--- src/rtl/can_bit_timing.sv ---
// can_bit_timing
//   CAN bit-timing logic. Synchronises the raw bus level, divides clk into
//   time quanta and walks each bit through SYNC -> SEG1 -> SEG2. It samples
//   the bus at the end of SEG1 and applies hard sync and resynchronisation
//   on recessive-to-dominant edges.
//
// Ports
//   clk          system clock; all logic on its rising edge
//   rst          synchronous reset, active low
//   rx           raw asynchronous bus level (1 = recessive)
//   hard_sync_en high while the bus is idle or in intermission; the next
//                falling edge then hard-syncs
//   brp          prescaler; one tq = brp+1 clk
//   tseg1        SEG1 length = tseg1+1 tq
//   tseg2        SEG2 length = tseg2+1 tq
//   sjw          resync jump width = sjw+1 tq
//   rx_bit       registered sampled bit
//   sample_point one-clk pulse, coincident with each new rx_bit value
//   tx_point     one-clk pulse in the first clk of every bit
//
// Handshake: none. sample_point and tx_point are single-cycle strobes that
// qualify rx_bit and the bit start; there is no back-pressure.
module can_bit_timing (
  input  logic       clk,
  input  logic       rst,
  input  logic       rx,
  input  logic       hard_sync_en,
  input  logic [5:0] brp,
  input  logic [3:0] tseg1,
  input  logic [2:0] tseg2,
  input  logic [1:0] sjw,
  output logic       rx_bit,
  output logic       sample_point,
  output logic       tx_point
);

  typedef enum logic [1:0] {
    ST_SYNC = 2'd0,
    ST_SEG1 = 2'd1,
    ST_SEG2 = 2'd2
  } state_t;

  state_t      state_q, state_d;
  logic        sync1_q, sync1_d;
  logic        rx_s_q, rx_s_d;
  logic        rx_prev_q, rx_prev_d;
  logic [5:0]  presc_q, presc_d;
  logic [4:0]  cnt_q, cnt_d;
  logic [4:0]  seg1_end_q, seg1_end_d;
  logic [2:0]  seg2_end_q, seg2_end_d;
  logic [5:0]  brp_l_q, brp_l_d;
  logic [3:0]  tseg1_l_q, tseg1_l_d;
  logic [2:0]  tseg2_l_q, tseg2_l_d;
  logic [1:0]  sjw_l_q, sjw_l_d;
  logic        used_q, used_d;
  logic        first_q, first_d;
  logic        rx_bit_q, rx_bit_d;
  logic        sample_q, sample_d;
  logic        tx_q, tx_d;

  logic        edge_det;
  logic        tq_en;
  logic        resync;
  logic        end_now;
  logic [4:0]  sjw_tq;
  logic [4:0]  inc;
  logic [4:0]  ext;
  logic [4:0]  remaining;
  logic [4:0]  seg1_end_n;
  logic [2:0]  seg2_end_n;
  logic        sample_due;

  assign edge_det   = rx_prev_q & ~rx_s_q;
  assign tq_en      = (presc_q == brp_l_q);
  assign sjw_tq     = {3'b000, sjw_l_q} + 5'd1;
  assign inc        = cnt_q + 5'd1;
  // SEG1 extension cannot exceed the number of tq already spent in SEG1.
  assign ext        = (inc < sjw_tq) ? inc : sjw_tq;
  // tq left in SEG2, counting the current one.
  assign remaining  = {2'b00, seg2_end_q} - cnt_q + 5'd1;
  assign sample_due = tq_en && (state_q == ST_SEG1) && (cnt_q == seg1_end_q);
  assign resync     = edge_det && rx_bit_q && !used_q;

  always_comb begin
    state_d    = state_q;
    sync1_d    = rx;
    rx_s_d     = sync1_q;
    rx_prev_d  = rx_s_q;
    presc_d    = presc_q;
    cnt_d      = cnt_q;
    seg1_end_d = seg1_end_q;
    seg2_end_d = seg2_end_q;
    brp_l_d    = brp_l_q;
    tseg1_l_d  = tseg1_l_q;
    tseg2_l_d  = tseg2_l_q;
    sjw_l_d    = sjw_l_q;
    used_d     = used_q;
    first_d    = 1'b0;
    rx_bit_d   = rx_bit_q;
    sample_d   = 1'b0;
    tx_d       = 1'b0;
    end_now    = 1'b0;
    seg1_end_n = seg1_end_q;
    seg2_end_n = seg2_end_q;

    if (first_q) begin
      // First clk out of reset is the SYNC entry: the SYNC tq starts now.
      tx_d = 1'b1;
    end else if (edge_det && hard_sync_en) begin
      state_d    = ST_SEG1;
      cnt_d      = 5'd0;
      presc_d    = 6'd0;
      brp_l_d    = brp;
      tseg1_l_d  = tseg1;
      tseg2_l_d  = tseg2;
      sjw_l_d    = sjw;
      seg1_end_d = {1'b0, tseg1};
      used_d     = 1'b1;
      tx_d       = 1'b1;
      if (sample_due) begin
        sample_d = 1'b1;
        rx_bit_d = rx_s_q;
      end
    end else begin
      presc_d = tq_en ? 6'd0 : presc_q + 6'd1;
      if (resync) begin
        used_d = 1'b1;
        case (state_q)
          ST_SEG1: seg1_end_n = seg1_end_q + ext;
          ST_SEG2: begin
            if (remaining > sjw_tq) seg2_end_n = seg2_end_q - sjw_tq[2:0];
            else end_now = 1'b1;
          end
          default: ;
        endcase
      end
      seg1_end_d = seg1_end_n;
      seg2_end_d = seg2_end_n;

      if (end_now) begin
        // Edge late in SEG2: this edge is the next bit's sync, so jump
        // straight into SEG1 without a SYNC tq.
        state_d    = ST_SEG1;
        cnt_d      = 5'd0;
        presc_d    = 6'd0;
        seg1_end_d = {1'b0, tseg1_l_q};
        tx_d       = 1'b1;
      end else if (tq_en) begin
        case (state_q)
          ST_SYNC: begin
            state_d    = ST_SEG1;
            cnt_d      = 5'd0;
            seg1_end_d = {1'b0, tseg1_l_q};
          end
          ST_SEG1: begin
            if (cnt_q == seg1_end_n) begin
              state_d    = ST_SEG2;
              cnt_d      = 5'd0;
              seg2_end_d = tseg2_l_q;
              sample_d   = 1'b1;
              rx_bit_d   = rx_s_q;
            end else begin
              cnt_d = inc;
            end
          end
          ST_SEG2: begin
            if (cnt_q == {2'b00, seg2_end_n}) begin
              state_d   = ST_SYNC;
              cnt_d     = 5'd0;
              brp_l_d   = brp;
              tseg1_l_d = tseg1;
              tseg2_l_d = tseg2;
              sjw_l_d   = sjw;
              used_d    = 1'b0;
              tx_d      = 1'b1;
            end else begin
              cnt_d = inc;
            end
          end
          default: state_d = ST_SYNC;
        endcase
      end
    end
  end

  always_ff @(posedge clk) begin
    if (!rst) begin
      state_q    <= ST_SYNC;
      sync1_q    <= 1'b1;
      rx_s_q     <= 1'b1;
      rx_prev_q  <= 1'b1;
      presc_q    <= 6'd0;
      cnt_q      <= 5'd0;
      seg1_end_q <= 5'd0;
      seg2_end_q <= 3'd0;
      // Reset parks the FSM in SYNC, so the configuration is captured here.
      brp_l_q    <= brp;
      tseg1_l_q  <= tseg1;
      tseg2_l_q  <= tseg2;
      sjw_l_q    <= sjw;
      used_q     <= 1'b0;
      first_q    <= 1'b1;
      rx_bit_q   <= 1'b1;
      sample_q   <= 1'b0;
      tx_q       <= 1'b0;
    end else begin
      state_q    <= state_d;
      sync1_q    <= sync1_d;
      rx_s_q     <= rx_s_d;
      rx_prev_q  <= rx_prev_d;
      presc_q    <= presc_d;
      cnt_q      <= cnt_d;
      seg1_end_q <= seg1_end_d;
      seg2_end_q <= seg2_end_d;
      brp_l_q    <= brp_l_d;
      tseg1_l_q  <= tseg1_l_d;
      tseg2_l_q  <= tseg2_l_d;
      sjw_l_q    <= sjw_l_d;
      used_q     <= used_d;
      first_q    <= first_d;
      rx_bit_q   <= rx_bit_d;
      sample_q   <= sample_d;
      tx_q       <= tx_d;
    end
  end

  assign rx_bit       = rx_bit_q;
  assign sample_point = sample_q;
  assign tx_point     = tx_q;

endmodule
--- config.mk ---
export PLATFORM = sky130hd
export DESIGN_NAME = can_bit_timing
export DESIGN_NICKNAME = d
export VERILOG_FILES = /design/src/rtl/can_bit_timing.sv
export SDC_FILE = /design/constraint.sdc
export NUM_CORES = 1
export LEC_CHECK = 0
export ABC_AREA = 1
export CAP_MARGIN = 15
export CORE_ASPECT_RATIO = 0.75
export CORE_MARGIN = 2
export CORE_UTILIZATION = 45
export DETAILED_ROUTE_END_ITERATION = 12
export HOLD_SLACK_MARGIN = 0.06
export PLACE_DENSITY = 0.65
export SLEW_MARGIN = 20
export SYNTH_ARGS = -nofsm -noshare
export SYNTH_HDL_FRONTEND = slang
export SYNTH_SLANG_ARGS = --single-unit
--- constraint.sdc ---
create_clock -name clk -period 5.9 [get_ports clk]
set_clock_uncertainty 0.05 [all_clocks]
set_input_delay 0.885 -clock clk [delete_from_list [all_inputs] [get_ports clk]]
set_output_delay 0.885 -clock clk [all_outputs]
set_load 0.005 [all_outputs]
==> metrics.md <==
| Metric | Value |
|---|---|
| Vias in the first global route | 2438 |
| RSZ-0062 raised after global routing | false |
| Setup Buffers After CTS | 0 |
| Commonest non-fill, non-tap cell in the layout | nand2_1 |
| Syn Area/Cell | 7.619 um^2 |
| Post-route ant nets | 0 |
| P_int | 0.4888 mW |
| VDD IR max | 170.9 uV |
| CTS buffer count | 5 |
| Antenna violations before repair | 0 |
| CTS sink count | 44 |
| Nature of the critical path startpoint | flop |
| Skew-Pair Late Insertion Delay | 0.31 ns |
| Hold-fix buffers at CTS | 0 |
| Register bit total from synthesis | 44 |
| Most frequent cells in the layout | nand2_1 (98), inv_1 (47), nand3_1 (37) |
| TritonCTS clock tree | done |
| Combinational fraction of design power | 13.4% |
| Worst-path clk slew | 0.10 ns |
| Synth warn | 0 |
| CORE AREA | 6350 um^2 |
| GRT overflow | 0 |
| Leak | 1.455 nW |
| Syn_nets | 434 |
| # port buffers | 21 |
| CP max stage cell | dfxtp_1 |
| Synth top area cells | dfxtp_1 (20%), edfxtp_1 (15%), nand2_1 (12%) |
| Starting density of the core | 46.80% |
| Num ports | 22 |
| Number of vias per cell | 5.336 |
| Num rows | 25 |
| Global-route wire length before repair | 11920 um |
| Clock buffer depth | 2 |
| Yosys top cell area share | 19.54% |
| PwrDens | 197.8 nW/um^2 |
| DIE HEIGHT | 74.38 um |
| Clock group share of total power | 36.6% |
| Maximum fanout along the worst path | 15 |
| Dpl hpwl | 5553 um |
| Max-cap violations | 0 |
| Final core occ | 53.14% |
| Met3 routed WL | 588 um |
| Arr. time, crit path | 4.20 ns |
| Mapped Area | 2972 um^2 |
| DP Worst Slack | 1.647 ns |
| Clk root buf | clkbuf_8 |
| FMAX | 0.2318 GHz |
| Post-synth EDFFs | 15 |
| Ant. Diodes | 0 |
| Worst setup margin | 1.585 ns |
| Met2 WL | 2885 um |
| Ys flop type | dfxtp_1 |
| # nets final | 456 |
| Sequential element share of the synthesized area | 34.69% |
| Most used cell, CP | nand2_1 |
| Via count | 2636 |
| Crit Path Class | reg2reg |
| Gate Count Post-Synth | 390 |
| Setup TNS | 0 ns |
| Asr flop ratio synth | 0% |
| Synth cell types | 40 |
| Fin. Hold Viols | 0 |
| Endpoints failing setup | 0 |
| Die Outline Area | 7276 um^2 |
| M1 WL | 3507 um |
| GRT Util Overall | 20.64% |
| CP Capture Type | flop |
| Post-synth top area cell | dfxtp_1 |
| Period utilization | 73.13% |
| Area grow syn2layout | 13.56% |
| H-tree Lvls | 2 |
| Critical Path RT | 5.79 ns |
| Largest net degree at the start of global routing | 19 |
| Status | completed |
| Sw power | 0.1788 mW |
| Flop pwr share | 50.0% |
| Hold Crit Class | reg2reg |
| Initial DRC Count | 158 |
| Net Sw Frac | 26.78% |
| Slew Viols, Final | 0 |
| Critical-path cell list | inv_1 -> ha_1 -> inv_1 -> fa_1 -> inv_1 -> ha_1 -> a21oi_1 -> nand2_1 -> nand2_1 -> nand2_1 -> o21ai_2 -> nand2_1 -> nand2_1 -> nor2_1 -> nor2_2 -> nand4_1 -> o21ai_0 -> nand2_1 -> nand2_1 |
| Fin crit period | 4.315 ns |
| Largest stage delay, worst path | 0.53 ns |
| Layout cell share with drive strength beyond 1 | 9.443% |
| Post-Route WL | 7031 um |
| GP Congestion | 0.9595 |
| Drc violations | 0 |
| DR top layer | met4 |
| Routed len/inst | 14.23 um |
| Post-CTS sizing | 0 |
| Drt pass-1 iters | 5 |
| Die width | 97.84 um |
| Slew HR | 56.93% |
| Actual slew at the worst max-slew pin | 0.6445 ns |
==> worst max-delay path: cells and delay by family (launching register included) <==
family,cells,cell delay [ns]
adder cells (fa/ha/maj),3,1.19
AND/OR/NAND/NOR,10,1.33
flip-flops,1,0.53
buffers and inverters,3,0.30
AO/OA/AOI/OAI,3,0.52
==> area by class of cell <==
class / count / area, um^2
Inverter: 54 / 202.7
Timing Repair Buffer: 21 / 210.2
Tap cell: 81 / 101.3
Clock buffer: 5 / 68.82
Multi-Input combinational cell: 286 / 1714
Fill cell: 602 / 2975
Clock inverter: 3 / 46.29
Sequential cell: 44 / 1031
==> layer usage <==
metal  track usage (%)  vias to the layer above
li1                  -                     1334
met1             29.95                     1193
met2             31.66                      103
met3             4.981                        6
met4             4.167                        0
met5                 0                        -
==> cell families (layout without fill, tap and decap cells) <==
logic type / count (synthesis) / count (layout) / synth area share [%]
simple gates: 201 / 201 / 32.67
fa+ha+maj: 25 / 25 / 11.28
xor+xnor: 15 / 15 / 4.674
other cells: 1 / 1 / 0.1262
buf+inv: 60 / 83 / 7.621
compound gates: 44 / 44 / 8.927
flops: 44 / 44 / 34.69
==> state kept, by name (all words and copies together), names as in the netlist, 2 cells and up <==
signal      cells
sjw_l_q         2
state_q         2
presc_q         6
tseg1_l_q       4
seg1_end_q      5
tseg2_l_q       3
cnt_q           5
brp_l_q         6
seg2_end_q      3
==> metrics by stage <==
step | power [mW] | cells | hold slack (ns) | instance area (um^2)
2_1_floorplan | 0.3972 | 390 | 0.3425 | 2972
3_3_place_gp | 0.4281 | 486 | 0.3464 | 3259
3_5_place_dp | 0.4299 | 486 | 0.3521 | 3259
4_1_cts | 0.6712 | 494 | 0.3729 | 3374
5_1_grt | 0.6969 | 494 | 0.3801 | 3374
6_report | 0.6676 | 494 | 0.3701 | 3374
==> worst paths after layout <==
path	cells after the start	startpoint	slack (ns)	end
worst max-delay path	19	cnt_q[2]	1.59	tseg2_l_q[0]
worst min register to register	1	rx_s_d	0.37	rx_prev_d
worst max register to register	19	cnt_q[2]	1.59	tseg2_l_q[0]
worst min-delay path	1	rx_s_d	0.37	rx_prev_d
==> power by group through the flow <==
stage | sequential [mW] | clock (mW) | combinational (mW)
final | 0.334 | 0.244 | 0.0896
after global placement | 0.340 | 0 | 0.0877
after floorplan | 0.337 | 0 | 0.0600
after global routing | 0.336 | 0.261 | 0.101
after CTS | 0.334 | 0.248 | 0.0896
after detailed placement | 0.341 | 0 | 0.0891
==> synthesized netlist by cell type (2+ instances only) <==
| cell type | number |
|---|---|
| inv_2 | 6 |
| inv_1 | 47 |
| a31oi_1 | 4 |
| o211ai_1 | 6 |
| nor2_4 | 3 |
| clkbuf_1 | 5 |
| dfxtp_1 | 29 |
| nand3_1 | 37 |
| nand3b_1 | 2 |
| nor3_1 | 4 |
| xnor2_1 | 2 |
| o21ai_1 | 2 |
| o21ai_2 | 2 |
| nor2_1 | 30 |
| a21oi_1 | 18 |
| or2_2 | 5 |
| nand4_1 | 7 |
| xor2_1 | 12 |
| nand3_2 | 4 |
| edfxtp_1 | 15 |
| nand2_1 | 98 |
| nand2_2 | 2 |
| fa_1 | 3 |
| ha_1 | 22 |
| o21ai_0 | 7 |
| nor2_2 | 3 |
| nand4_4 | 2 |
No activity file was read; power rests on OpenSTA's default activity.
